$ cat src/rtl/uart_rx.sv
// UART receiver: 8 data bits MSB first, one parity bit (even/odd selectable),
// one stop bit. The rx line is resynchronized and every line sample is taken
// near the middle of a bit, counted from the confirmed middle of the start bit.
module uart_rx #(
  parameter int CLKS_PER_BIT = 27,
  parameter int MID_SAMPLE   = 13
) (
  input  logic       clk_3125,
  input  logic       rst,
  input  logic       rx,
  input  logic       parity_type,
  output logic [7:0] rx_data,
  output logic       rx_valid,
  output logic       parity_err,
  output logic       frame_err,
  output logic       rx_busy
);

  localparam logic [4:0] LAST_CNT = 5'(CLKS_PER_BIT - 1);
  localparam logic [4:0] MID_CNT  = 5'(MID_SAMPLE);

  typedef enum logic [2:0] {
    IDLE      = 3'd0,
    START     = 3'd1,
    DATA      = 3'd2,
    PARITY    = 3'd3,
    STOP      = 3'd4,
    WAIT_HIGH = 3'd5
  } state_t;

  state_t     state;
  logic [4:0] cnt;
  logic [2:0] bit_idx;
  logic [7:0] shreg;
  logic       par_sel;
  logic       p_bad;
  logic       rx_meta;
  logic       rx_s;

  // Parity bit is wrong when it differs from the data XOR-reduction
  // folded with the selected sense (0 = even, 1 = odd).
  function automatic logic parity_bad(input logic [7:0] data,
                                      input logic       sel,
                                      input logic       pbit);
    return pbit != ((^data) ^ sel);
  endfunction

  // Two-flop synchronizer; idle-high so reset cannot look like a start bit.
  always_ff @(posedge clk_3125) begin
    if (rst) begin
      rx_meta <= 1'b1;
      rx_s    <= 1'b1;
    end else begin
      rx_meta <= rx;
      rx_s    <= rx_meta;
    end
  end

  // Frame FSM with counters, shift register and registered outputs.
  always_ff @(posedge clk_3125) begin
    if (rst) begin
      state      <= IDLE;
      cnt        <= 5'd0;
      bit_idx    <= 3'd0;
      shreg      <= 8'h00;
      par_sel    <= 1'b0;
      p_bad      <= 1'b0;
      rx_data    <= 8'h00;
      rx_valid   <= 1'b0;
      parity_err <= 1'b0;
      frame_err  <= 1'b0;
      rx_busy    <= 1'b0;
    end else begin
      rx_valid <= 1'b0;
      case (state)
        IDLE: begin
          if (!rx_s) begin
            state   <= START;
            cnt     <= 5'd0;
            par_sel <= parity_type;
            rx_busy <= 1'b1;
          end
        end
        START: begin
          if (cnt == MID_CNT) begin
            cnt <= 5'd0;
            if (!rx_s) begin
              state   <= DATA;
              bit_idx <= 3'd0;
            end else begin
              // Line went back high before mid start bit: treat as a glitch.
              state   <= IDLE;
              rx_busy <= 1'b0;
            end
          end else begin
            cnt <= cnt + 5'd1;
          end
        end
        DATA: begin
          if (cnt == LAST_CNT) begin
            cnt   <= 5'd0;
            shreg <= {shreg[6:0], rx_s};
            if (bit_idx == 3'd7) begin
              state <= PARITY;
            end else begin
              bit_idx <= bit_idx + 3'd1;
            end
          end else begin
            cnt <= cnt + 5'd1;
          end
        end
        PARITY: begin
          if (cnt == LAST_CNT) begin
            cnt   <= 5'd0;
            p_bad <= parity_bad(shreg, par_sel, rx_s);
            state <= STOP;
          end else begin
            cnt <= cnt + 5'd1;
          end
        end
        STOP: begin
          if (cnt == LAST_CNT) begin
            cnt        <= 5'd0;
            rx_data    <= shreg;
            parity_err <= p_bad;
            frame_err  <= !rx_s;
            rx_valid   <= 1'b1;
            if (rx_s) begin
              state   <= IDLE;
              rx_busy <= 1'b0;
            end else begin
              // Broken stop bit: wait for the line to recover before rearming.
              state <= WAIT_HIGH;
            end
          end else begin
            cnt <= cnt + 5'd1;
          end
        end
        WAIT_HIGH: begin
          if (rx_s) begin
            state   <= IDLE;
            rx_busy <= 1'b0;
          end
        end
        default: begin
          state   <= IDLE;
          cnt     <= 5'd0;
          rx_busy <= 1'b0;
        end
      endcase
    end
  end

endmodule

$ cat config.mk
export PLATFORM = sky130hd
export DESIGN_NAME = uart_rx
export DESIGN_NICKNAME = d
export VERILOG_FILES = /design/src/rtl/uart_rx.sv
export SDC_FILE = /design/constraint.sdc
export NUM_CORES = 1
export LEC_CHECK = 0
export ABC_AREA = 1
export BUFFER_PORTS_ARGS = -buffer_cell sky130_fd_sc_hd__buf_4
export CAP_MARGIN = 20
export CORE_MARGIN = 2
export CORE_UTILIZATION = 25
export DETAILED_ROUTE_END_ITERATION = 8
export PLACE_DENSITY_LB_ADDON = 0.05
export SLEW_MARGIN = 20
export SYNTH_ARGS = -nofsm -noshare
export SYNTH_HDL_FRONTEND = slang
export SYNTH_SLANG_ARGS = --single-unit
$ cat constraint.sdc
create_clock -name clk_3125 -period 1.8 [get_ports clk_3125]
set_clock_uncertainty 0.1 [all_clocks]
set_input_delay 0.54 -clock clk_3125 [delete_from_list [all_inputs] [get_ports clk_3125]]
set_output_delay 0.54 -clock clk_3125 [all_outputs]
set_load 0.05 [all_outputs]
==> flow_summary_export.csv, run 1 <==
group,metric,value,unit
worst_hold_path,min_path_cells,1,
worst_setup_path,largest_delay_contributor_family_on_the_critical_path,"simple AND/OR/NAND/NOR gates",
placed_design,detailedPlacementHpwl,3110,um
finish,total_area_of_sequential_cells,701,um2
logic_synthesis,post_synth_most_frequent_cells,"sky130_fd_sc_hd__nand2_1 (44), sky130_fd_sc_hd__dfxtp_1 (35), sky130_fd_sc_hd__nor2_1 (33)",
worst_setup_path,slowest_delay,330,ps
power,p_leak,0.992,nW
logic_synthesis,synth-compound-area-share,14.6,%
sta,timing.slew.headroom,77.9,%
power,p_sw_share,29.5,%
logic_synthesis,yosysSeqAreaShare,39.4,%
logic_synthesis,yosys.area_share.xor_xnor,3.45,%
logic_synthesis,synth_most_common_cell,"sky130_fd_sc_hd__nand2_1",
finish,num-nets-final,274,
routing,ant_nets,0,
clock_network,cts.sink_count,35,
clock_network,cts.root.buffer_cell,"sky130_fd_sc_hd__clkbuf_8",
logic_synthesis,main_combinational_cell_family_by_area_after_synthesis,"simple AND/OR/NAND/NOR gates",
power,clock_power_share,35.2,%
routing,detail_route.drc_violations,0,
placed_design,final_weighted_congestion_in_routability_driven_placement,0.801,
logic_synthesis,postSynthRegisterBits,35,
run_status,status,"completed",
logic_synthesis,syn_nets,252,
logic_synthesis,yosysWarnings,0,
placed_design,buffer_ports.inserted,15,
logic_synthesis,yosys.area.top_type,"sky130_fd_sc_hd__dfxtp_1",
clock_network,number_of_instances_resized_during_post_cts_repair,0,
worst_setup_path,worst-endpoint-arrival,1810,ps
logic_synthesis,synthFlopType,"sky130_fd_sc_hd__dfxtp_1",
routing,postRouteWirelength,4230,um
power,power.ir.vdd_worst,0.000266,V
logic_synthesis,synth_area_leaders,"sky130_fd_sc_hd__dfxtp_1 (39%), sky130_fd_sc_hd__nand2_1 (9.3%), sky130_fd_sc_hd__nor2_1 (7.0%)",
worst_setup_path,worst-r2r-cell-count,8,
global_routing,total_overflow_reported_by_the_global_router,0,
floorplanning,ioPinCount,16,
clock_network,worst_setup_hold_path_clk_slew,70,ps
clock_network,cts_buffers,5,
finish,synthToLayoutAreaGrowth,20.0,%
logic_synthesis,synth_enable_flop_cells,0,
power,seqPwrFrac,47.8,%
finish,multi_input_area,945,um2
floorplanning,num_rows,30,
sta,final-max-slew-violation-count,0,
clock_network,clock_insertion_delay_worst_skew,280,ps
floorplanning,starting_density_of_the_core,26.0,%
clock_network,cts_hold_buf,0,
worst_setup_path,critical_path_depth,8,
power,power.switching,503,uW
routing,drt_iter0_markers,66,
worst_setup_path,crit_required,1920,ps
logic_synthesis,synth-simple-area-share,30.8,%
routing,drt_pre_antenna_iters,4,
sta,worst_hold_margin,310,ps
sta,max_clock_freq,0.592,GHz
worst_setup_path,crit_chain,"ha_1 -> ha_1 -> or2_2 -> nand3_2 -> a21oi_2 -> nand2_1 -> nand2_1 -> a21oi_1",
routing,detailroute.via_count,1533,
global_routing,grt_max_degree,19,
global_routing,first_global_vias,1536,
sta,worst-slew-pin-transition,332,ps
logic_synthesis,synth-async-reset-ratio,0,%
logic_synthesis,netlist.area_leader.share,39.4,%
worst_setup_path,critical_path.endpoint_type,"flip-flop",
logic_synthesis,post_synth_inst_count,243,
routing,via_per_inst,4.23,
global_routing,grt_antenna_before_repair,0,
power,power_frac_comb,17.0,%
sta,setup_viols_final,0,
sta,fin_crit_sh,93.9,%
finish,antenna_cells,0,
routing,route.detailed.wl_per_inst,11.7,um
worst_setup_path,cell_with_the_biggest_individual_delay_on_the_critical_path,"sky130_fd_sc_hd__dfxtp_1",
global_routing,grt_first_pass_wirelength,7250,um
worst_setup_path,cp.buffers_inverters,0,
sta,tns,0,ps
power,p_int,1.20,mW
sta,hold_viol,0,
run,max_cap_violations,0,
floorplanning,die_y,88.3,um
floorplanning,area_of_the_core,6830,um2
logic_synthesis,postSynthAreaPerCell,7.31,um2
logic_synthesis,post_synth_instance_area,1780,um2
clock_network,cts_tree,"done",
worst_hold_path,hold_class,"flip-flop to flip-flop",
power,power_density,800,nW/um2
finish,nFillCells,790,
logic_synthesis,synthAdderAreaFrac,3.52,%
global_routing,gr-usage-all-layers,12.2,%
finish,layout_cell_share_with_drive_strength_beyond_1,21.8,%
worst_setup_path,timing.critical_path.fanout_max,4,
worst_setup_path,crit_type,"flip-flop to flip-flop",
logic_synthesis,muxShareOfSynthArea,0,%
worst_setup_path,worstSetupStartpointType,"flip-flop",
floorplanning,design.die.area,7800,um2
finish,final_core_util,31.2,%
clock_network,post_cts_buffers,0,
sta,fin_crit,1690,ps
clock_network,buffer_depth_of_the_longest_clock_path,2,
floorplanning,die_x,88.3,um
logic_synthesis,yosysUniqueCellTypes,30,
clock_network,cts.htree.levels,2,
power by group through the flow:
| stage | logic [mW] | registers (mW) | clock network [mW] |
|---|---|---|---|
| floorplan | 0.207 | 0.848 | 0 |
| global placement | 0.297 | 0.834 | 0 |
| global route | 0.325 | 0.817 | 0.672 |
| detailed placement | 0.293 | 0.833 | 0 |
| finish | 0.290 | 0.815 | 0.601 |
| CTS | 0.294 | 0.815 | 0.637 |
worst reg2reg max path, delay by kind of cell (launching register included):
kind	cells	cell delay, ps
AOI/OAI and AO/OA	2	200
and+or+nand+nor	4	550
adders and majority gates	2	440
DFF	1	330
layer usage:
layer | GRT usage [%] | vias to the layer above | part of all wire (%)
li1 | - | 821 | -
met1 | 16.8 | 695 | 53
met2 | 18.7 | 13 | 44
met3 | 3.08 | 4 | 2.2
met4 | 4.13 | 0 | 1.2
met5 | 0 | - | 0
layout by cell type, fill, tap and decap left out, types with 3 or more instances in the layout:
master,instances
sky130_fd_sc_hd__xor2_1,4
sky130_fd_sc_hd__nand2_2,3
sky130_fd_sc_hd__nand2_1,44
sky130_fd_sc_hd__or2_2,3
sky130_fd_sc_hd__buf_4,20
sky130_fd_sc_hd__o21ai_1,4
sky130_fd_sc_hd__inv_1,24
sky130_fd_sc_hd__nor2_1,33
sky130_fd_sc_hd__clkbuf_8,6
sky130_fd_sc_hd__a21oi_1,15
sky130_fd_sc_hd__nand2_4,4
sky130_fd_sc_hd__inv_2,6
sky130_fd_sc_hd__xnor2_1,3
sky130_fd_sc_hd__nand4_1,4
sky130_fd_sc_hd__o21ai_0,19
sky130_fd_sc_hd__nor2_2,3
sky130_fd_sc_hd__ha_1,5
sky130_fd_sc_hd__nand3_1,15
sky130_fd_sc_hd__nand3_2,3
sky130_fd_sc_hd__dfxtp_1,35
path summary, 6_finish.rpt:
check             startpoint       end  slack [ps]
setup / recovery  bit_idx[0]  state[0]         110
hold / removal       rx_meta      rx_s         310
setup reg to reg  bit_idx[0]  state[0]         110
hold reg to reg      rx_meta      rx_s         310
metrics by stage:
stage          total power, mW  instance area (um2)  cells  worst slack, ps
6_report                  1.71                 2130    362              110
5_1_grt                   1.81                 2130    362            -2.01
4_1_cts                   1.75                 2120    362             38.4
3_5_place_dp              1.13                 2020    354             61.3
3_3_place_gp              1.13                 2020    354             3.37
2_1_floorplan             1.05                 1780    243              232
registers in the layout, indices dropped and copies added, names as in the netlist:
signal and cells:
rx_valid 1, rx_s 1, state 3, p_bad 1
frame_err 1, rx_meta 1, rx_data 8, shreg 8
cnt 5, par_sel 1, bit_idx 3, parity_err 1
rx_busy 1
cell families (layout without fill, tap and decap cells):
group,after synthesis,after routing
and+or+nand+nor,116,116
AOI/OAI and AO/OA,44,44
buffers and inverters,36,59
DFF,35,35
xor gates and xnor gates,7,7
adders and majority gates,5,5
layout make-up:
| class | instances | share of cell area, % |
|---|---|---|
| Multi-Input combinational cell | 172 | 44.3 |
| Sequential cell | 35 | 32.9 |
| Timing Repair Buffer | 20 | 7.04 |
| Inverter | 31 | 5.69 |
| Tap cell | 96 | 5.63 |
| Clock buffer | 7 | 4.05 |
| Clock inverter | 1 | 0.411 |
(Power assumes the default switching activity.)
==> run 2, diff against run 1 <==
Settings changed: BUFFER_PORTS_ARGS -buffer_cell sky130_fd_sc_hd__buf_4 to -buffer_cell sky130_fd_sc_hd__buf_2.
==> run 2 against run 1 <==
Via count grew 1.2%. Combinational power shrank 2%. Critical path depth unchanged. Largest cell class unchanged.
==> flow_summary_export.csv, run 2 (synthesis results as in run 1) <==
group,metric,value,unit
sta,timing.slew.headroom,77.1,%
sta,fin_crit,1660,ps
routing,ant_nets,0,
placed_design,dp_cells,354,
routing,detailroute.via_count,1552,
worst_hold_path,min_path_cells,1,
worst_hold_path,min_from,"rx_meta",
sta,tns,0,ps
floorplanning,area_of_the_core,6830,um2
routing,postRouteWirelength,4350,um
run,max_cap_violations,0,
power,p_leak,1.00,nW
global_routing,total_overflow_reported_by_the_global_router,0,
worst_setup_path,critical_path.endpoint_type,"flip-flop",
worst_setup_path,worst-endpoint-arrival,1790,ps
clock_network,clock_insertion_delay_worst_skew,290,ps
sta,final-max-slew-violation-count,0,
worst_setup_path,rrSetupSlack,140,ps
finish,layout.cells.most_common_list,"sky130_fd_sc_hd__nand2_1 (44), sky130_fd_sc_hd__dfxtp_1 (35), sky130_fd_sc_hd__nor2_1 (33)",
worst_setup_path,critical_path.reg2reg.startpoint,"bit_idx[0]",
floorplanning,ioPinCount,16,
finish,nFillCells,767,
routing,route.detailed.wl_per_inst,12.0,um
run_status,status,"completed",
clock_network,cts.root.buffer_cell,"sky130_fd_sc_hd__clkbuf_8",
sta,max_clock_freq,0.602,GHz
clock_network,cts_buffers,5,
global_routing,grt_antenna_before_repair,0,
worst_hold_path,hold_class,"flip-flop to flip-flop",
sta,worst-slew-pin-transition,341,ps
clock_network,buffer_depth_of_the_longest_clock_path,2,
finish,top_regs,"rx_data: 8 flops, shreg: 8 flops, cnt: 5 flops",
worst_setup_path,crit_required,1930,ps
global_routing,gr-usage-all-layers,12.4,%
sta,setup_viols_final,0,
clock_network,post_cts_buffers,0,
routing,drt_pre_antenna_iters,4,
finish,antenna_cells,0,
sta,hold_viol,0,
finish,layout.cells.most_common,"sky130_fd_sc_hd__nand2_1",
placed_design,detailedPlacementHpwl,3210,um
clock_network,cts.htree.levels,2,
clock_network,cts_hold_buf,0,
floorplanning,die_y,88.3,um
floorplanning,design.die.area,7800,um2
routing,drt_iter0_markers,67,
finish,final_cells,362,
placed_design,final_weighted_congestion_in_routability_driven_placement,0.762,
worst_setup_path,crit_type,"flip-flop to flip-flop",
sta,fin_crit_sh,92.3,%
worst_setup_path,worstSetupStartpointType,"flip-flop",
worst_hold_path,timing.hold.worst_endpoint,"rx_s",
global_routing,grt_max_degree,23,
floorplanning,starting_density_of_the_core,26.0,%
power,power.ir.vdd_worst,0.000252,V
clock_network,worst_setup_hold_path_clk_slew,80,ps
worst_setup_path,r2r-end,"state[2]",
global_routing,first_global_vias,1494,
floorplanning,die_x,88.3,um
finish,synthToLayoutAreaGrowth,18.0,%
routing,via_per_inst,4.29,
routing,detail_route.drc_violations,0,
worst_setup_path,timing.critical_path.fanout_max,4,
worst_setup_path,worst-r2r-cell-count,8,
power,power_density,805,nW/um2
placed_design,buffer_ports.inserted,15,
finish,layout_cell_share_with_drive_strength_beyond_1,21.8,%
clock_network,cts_tree,"done",
finish,num-nets-final,274,
floorplanning,num_rows,30,
global_routing,grt_first_pass_wirelength,7350,um
clock_network,cts.sink_count,35,
finish,final_core_util,30.7,%
==> run 2: power by group <==
group	switching [mW]	internal [mW]	leakage [nW]
combinational	0.193	0.0914	0.679
clock	0.318	0.271	0.0412
sequential	0.0195	0.795	0.283
total	0.530	1.16	1.00
==> run 2: how the worst max path moves through the flow <==
stage / startpoint / to / slack (ps) / depth (start not counted)
after floorplan: bit_idx[0] / state[2] / 230 / 8
after global placement: bit_idx[0] / state[2] / -7 / 8
after detailed placement: bit_idx[0] / state[2] / 40 / 8
after CTS: bit_idx[0] / state[2] / 30 / 8
after global routing: cnt[0] / frame_err / -10 / 10
final: bit_idx[0] / state[2] / 140 / 8
==> run 2: what timing repair did <==
| item | CTS | global route |
|---|---|---|
| endpoints found under the setup margin | 0 | 5 |
| endpoints found under the hold margin | 0 | 0 |
| resized for setup | 0 | 3 |
==> run 2: critical path, stage by stage, from the launching register on <==
cell,delay (ps)
sky130_fd_sc_hd__dfxtp_1,330
sky130_fd_sc_hd__ha_1,200
sky130_fd_sc_hd__ha_1,230
sky130_fd_sc_hd__or2_2,300
sky130_fd_sc_hd__nand3_2,90
sky130_fd_sc_hd__a21oi_2,90
sky130_fd_sc_hd__nand2_1,90
sky130_fd_sc_hd__nand2_1,60
sky130_fd_sc_hd__a21oi_2,110
==> run 2: final cells by class <==
cell class	instances	area [um2]	share of cell area [%]
Tap cell	96	120	5.73
Multi-Input combinational cell	172	945	45.0
Clock buffer	6	72.6	3.46
Clock inverter	2	12.5	0.597
Timing Repair Buffer	20	125	5.97
Inverter	31	121	5.79
Sequential cell	35	701	33.4
==> run 2: layer usage <==
layer	vias to the layer above	track usage [%]	wire (um)
met4	0	4.41	55
met2	16	18.0	1920
met1	706	17.5	2250
li1	824	-	-
met3	6	3.36	130
met5	-	0	0
==> run 2: per-stage QoR <==
step / cell area [um2] / setup WS (ps) / power (mW) / hold slack [ps]
3_5_place_dp: 2000 / 37.0 / 1.12 / 298
4_1_cts: 2080 / 28.3 / 1.72 / 316
6_report: 2100 / 139 / 1.69 / 312
5_1_grt: 2100 / -11.9 / 1.78 / 329
3_3_place_gp: 2000 / -6.73 / 1.13 / 292
2_1_floorplan: 1780 / 232 / 1.05 / 289
==> run 3, diff against run 2 <==
Settings changed: ABC_AREA 1 to 0, ABC_CLOCK_PERIOD_IN_PS from default to 1800.
==> run 3 against run 2 <==
Core utilization rose by 0.063 points. Worst hold slack better by 2.1 ps. Via count decreased by 18%. Power shrank 11%. Critical endpoint unchanged.
==> flow_summary_export.csv, run 3 <==
group,metric,value,unit
run_status,status,"completed",
logic_synthesis,synth_most_common_cell,"sky130_fd_sc_hd__nor2_1",
sta,worst-slew-pin-transition,592,ps
logic_synthesis,yosys.area_share.xor_xnor,6.95,%
routing,drt_iter0_markers,35,
logic_synthesis,synth_enable_flop_cells,0,
sta,fin_crit_sh,93.6,%
floorplanning,starting_density_of_the_core,25.8,%
routing,via_per_inst,4.54,
placed_design,detailedPlacementHpwl,2530,um
global_routing,grt_max_degree,33,
logic_synthesis,yosys.area.top_type,"sky130_fd_sc_hd__dfxtp_1",
sta,max_clock_freq,0.594,GHz
worst_setup_path,worstSetupStartpointType,"flip-flop",
logic_synthesis,postSynthRegisterBits,35,
placed_design,final_weighted_congestion_in_routability_driven_placement,0.750,
worst_setup_path,timing.critical_path.fanout_max,8,
floorplanning,design.die.area,7210,um2
logic_synthesis,yosysWarnings,0,
placed_design,dp_cells,273,
logic_synthesis,muxShareOfSynthArea,11.0,%
power,power.ir.vdd_worst,0.000372,V
logic_synthesis,post_synth_instance_area,1640,um2
logic_synthesis,synth-compound-area-share,11.2,%
power,total_power,1.50,mW
run,max_cap_violations,0,
finish,layout.cells.most_common_list,"sky130_fd_sc_hd__nor2_1 (38), sky130_fd_sc_hd__dfxtp_1 (34), sky130_fd_sc_hd__mux2i_1 (18)",
clock_network,cts_buffers,5,
worst_setup_path,crit_type,"flip-flop to flip-flop",
logic_synthesis,synth-async-reset-ratio,0,%
routing,detailroute.via_count,1280,
logic_synthesis,main_combinational_cell_family_by_area_after_synthesis,"simple AND/OR/NAND/NOR gates",
floorplanning,area_of_the_core,6350,um2
worst_hold_path,hold_class,"flip-flop to flip-flop",
routing,postRouteWirelength,3560,um
logic_synthesis,synthAdderAreaFrac,3.82,%
finish,synthToLayoutAreaGrowth,19.3,%
clock_network,cts.root.buffer_cell,"sky130_fd_sc_hd__clkbuf_8",
floorplanning,die_y,84.9,um
clock_network,worst_setup_hold_path_clk_slew,70,ps
sta,tns,0,ps
finish,layout_cell_share_with_drive_strength_beyond_1,21.5,%
global_routing,gr-usage-all-layers,10.7,%
logic_synthesis,post_synth_most_frequent_cells,"sky130_fd_sc_hd__nor2_1 (38), sky130_fd_sc_hd__dfxtp_1 (35), sky130_fd_sc_hd__mux2i_1 (18)",
finish,final_cells,282,
routing,drt_pre_antenna_iters,4,
logic_synthesis,synthFlopType,"sky130_fd_sc_hd__dfxtp_1",
sta,grt_setup_unrepaired,"no",
sta,final-max-slew-violation-count,0,
finish,num-nets-final,213,
worst_setup_path,critical_path.endpoint_type,"flip-flop",
finish,antenna_cells,0,
global_routing,grt_antenna_before_repair,0,
clock_network,cts_hold_buf,0,
logic_synthesis,postSynthAreaPerCell,9.05,um2
worst_setup_path,crit_required,1910,ps
finish,top_regs,"rx_data: 8 flops, shreg: 8 flops, cnt: 5 flops",
placed_design,buffer_ports.inserted,15,
clock_network,clock_insertion_delay_worst_skew,280,ps
routing,detail_route.drc_violations,0,
worst_setup_path,worst-endpoint-arrival,1790,ps
worst_setup_path,worst-r2r-cell-count,7,
sta,timing.slew.headroom,60.5,%
power,power_density,766,nW/um2
routing,ant_nets,0,
power,p_leak,0.898,nW
logic_synthesis,synth_area_leaders,"sky130_fd_sc_hd__dfxtp_1 (43%), sky130_fd_sc_hd__mux2i_1 (11%), sky130_fd_sc_hd__nor2_1 (8.7%)",
sta,setup_viols_final,0,
worst_hold_path,min_path_cells,1,
floorplanning,die_x,84.9,um
sta,hold_viol,0,
logic_synthesis,post_synth_inst_count,181,
finish,layout.cells.most_common,"sky130_fd_sc_hd__nor2_1",
clock_network,cts_tree,"done",
clock_network,cts.htree.levels,2,
logic_synthesis,synth-simple-area-share,20.0,%
logic_synthesis,yosysUniqueCellTypes,39,
sta,fin_crit,1680,ps
floorplanning,num_rows,29,
clock_network,cts.sink_count,35,
clock_network,buffer_depth_of_the_longest_clock_path,2,
global_routing,grt_first_pass_wirelength,6110,um
floorplanning,ioPinCount,16,
routing,route.detailed.wl_per_inst,12.6,um
logic_synthesis,yosysSeqAreaShare,42.8,%
global_routing,first_global_vias,1282,
logic_synthesis,syn_nets,190,
global_routing,total_overflow_reported_by_the_global_router,0,
logic_synthesis,netlist.area_leader.share,42.8,%
## run 3: cell count changes in the layout (fill, tap and decap cells not counted), moves of 4 or more
cell and change:
sky130_fd_sc_hd__inv_1 -21, sky130_fd_sc_hd__nand2_4 -5, sky130_fd_sc_hd__xnor2_1 +7, sky130_fd_sc_hd__buf_4 +7, sky130_fd_sc_hd__nor2_1 +5, sky130_fd_sc_hd__nand3_1 -14
sky130_fd_sc_hd__inv_2 -6, sky130_fd_sc_hd__mux2i_1 +18, sky130_fd_sc_hd__nand2_1 -37, sky130_fd_sc_hd__a21oi_1 -6, sky130_fd_sc_hd__nor2_2 -4, sky130_fd_sc_hd__o21ai_0 -15
## run 3: power breakdown
part	switching, mW	internal (mW)	total, mW	leakage, nW
combinational	0.0793	0.0550	0.134	0.575
sequential	0.00881	0.787	0.796	0.283
clock	0.297	0.269	0.566	0.0402
total	0.385	1.11	1.50	0.898
## run 3: repair_timing
action | CTS | global route
setup endpoints to repair | 0 | 28
gates resized for setup | 0 | 6
setup buffers | 0 | 1
## run 3: cell type report
class | count | area (um2)
clock buffers | 5 | 68.8
multi-input cells | 132 | 877
flip-flops and latches | 35 | 702
well taps | 77 | 96.3
clock inverters | 3 | 20.0
fillers | 683 | 4400
repair buffers | 27 | 178
inverters | 3 | 11.3
## run 3: per-stage QoR
step	setup WS, ps	hold slack [ps]	cell area [um2]	util, %
6_report	116	314	1950	30.8
5_1_grt	14.1	317	1950	30.8
4_1_cts	14.2	318	1930	30.5
3_5_place_dp	34.4	300	1850	29.1
3_3_place_gp	37.3	299	1850	29.1
2_1_floorplan	50.1	289	1640	-
## run 3: worst paths after layout
check / end / slack [ps] / from
worst min register to register: rx_s / 310 / rx_meta
worst min-delay path: rx_s / 310 / rx_meta
worst max-delay path: state[2] / 120 / cnt[0]
worst max register to register: state[2] / 120 / cnt[0]
## run 3: kinds of logic (layout without fill, tap and decap cells)
logic type               count (synthesis)  count (layout)
XOR/XNOR                                13              13
flip-flops                              35              35
AO/OA/AOI/OAI                           28              28
multiplexers                            18              18
AND/OR/NAND/NOR                         68              68
buffers and inverters                   14              38
adder cells (fa/ha/maj)                  5               5
## run 3: layer usage
| layer | vias up | share of wire, % | global-route usage, % |
|---|---|---|---|
| met5 | - | 0 | 0 |
| met4 | 0 | 0.67 | 3.46 |
| met1 | 602 | 49 | 13.4 |
| met3 | 2 | 2.7 | 3.21 |
| li1 | 665 | - | - |
| met2 | 11 | 48 | 17.4 |
## run 3: worst max-delay path, cell delays in order (launching register included)
cell and delay (ps):
sky130_fd_sc_hd__dfxtp_1 310, sky130_fd_sc_hd__inv_1 50, sky130_fd_sc_hd__ha_1 150, sky130_fd_sc_hd__and4b_2 320, sky130_fd_sc_hd__a21oi_1 80, sky130_fd_sc_hd__or2_1 220
sky130_fd_sc_hd__a21o_1 170, sky130_fd_sc_hd__a211oi_2 190
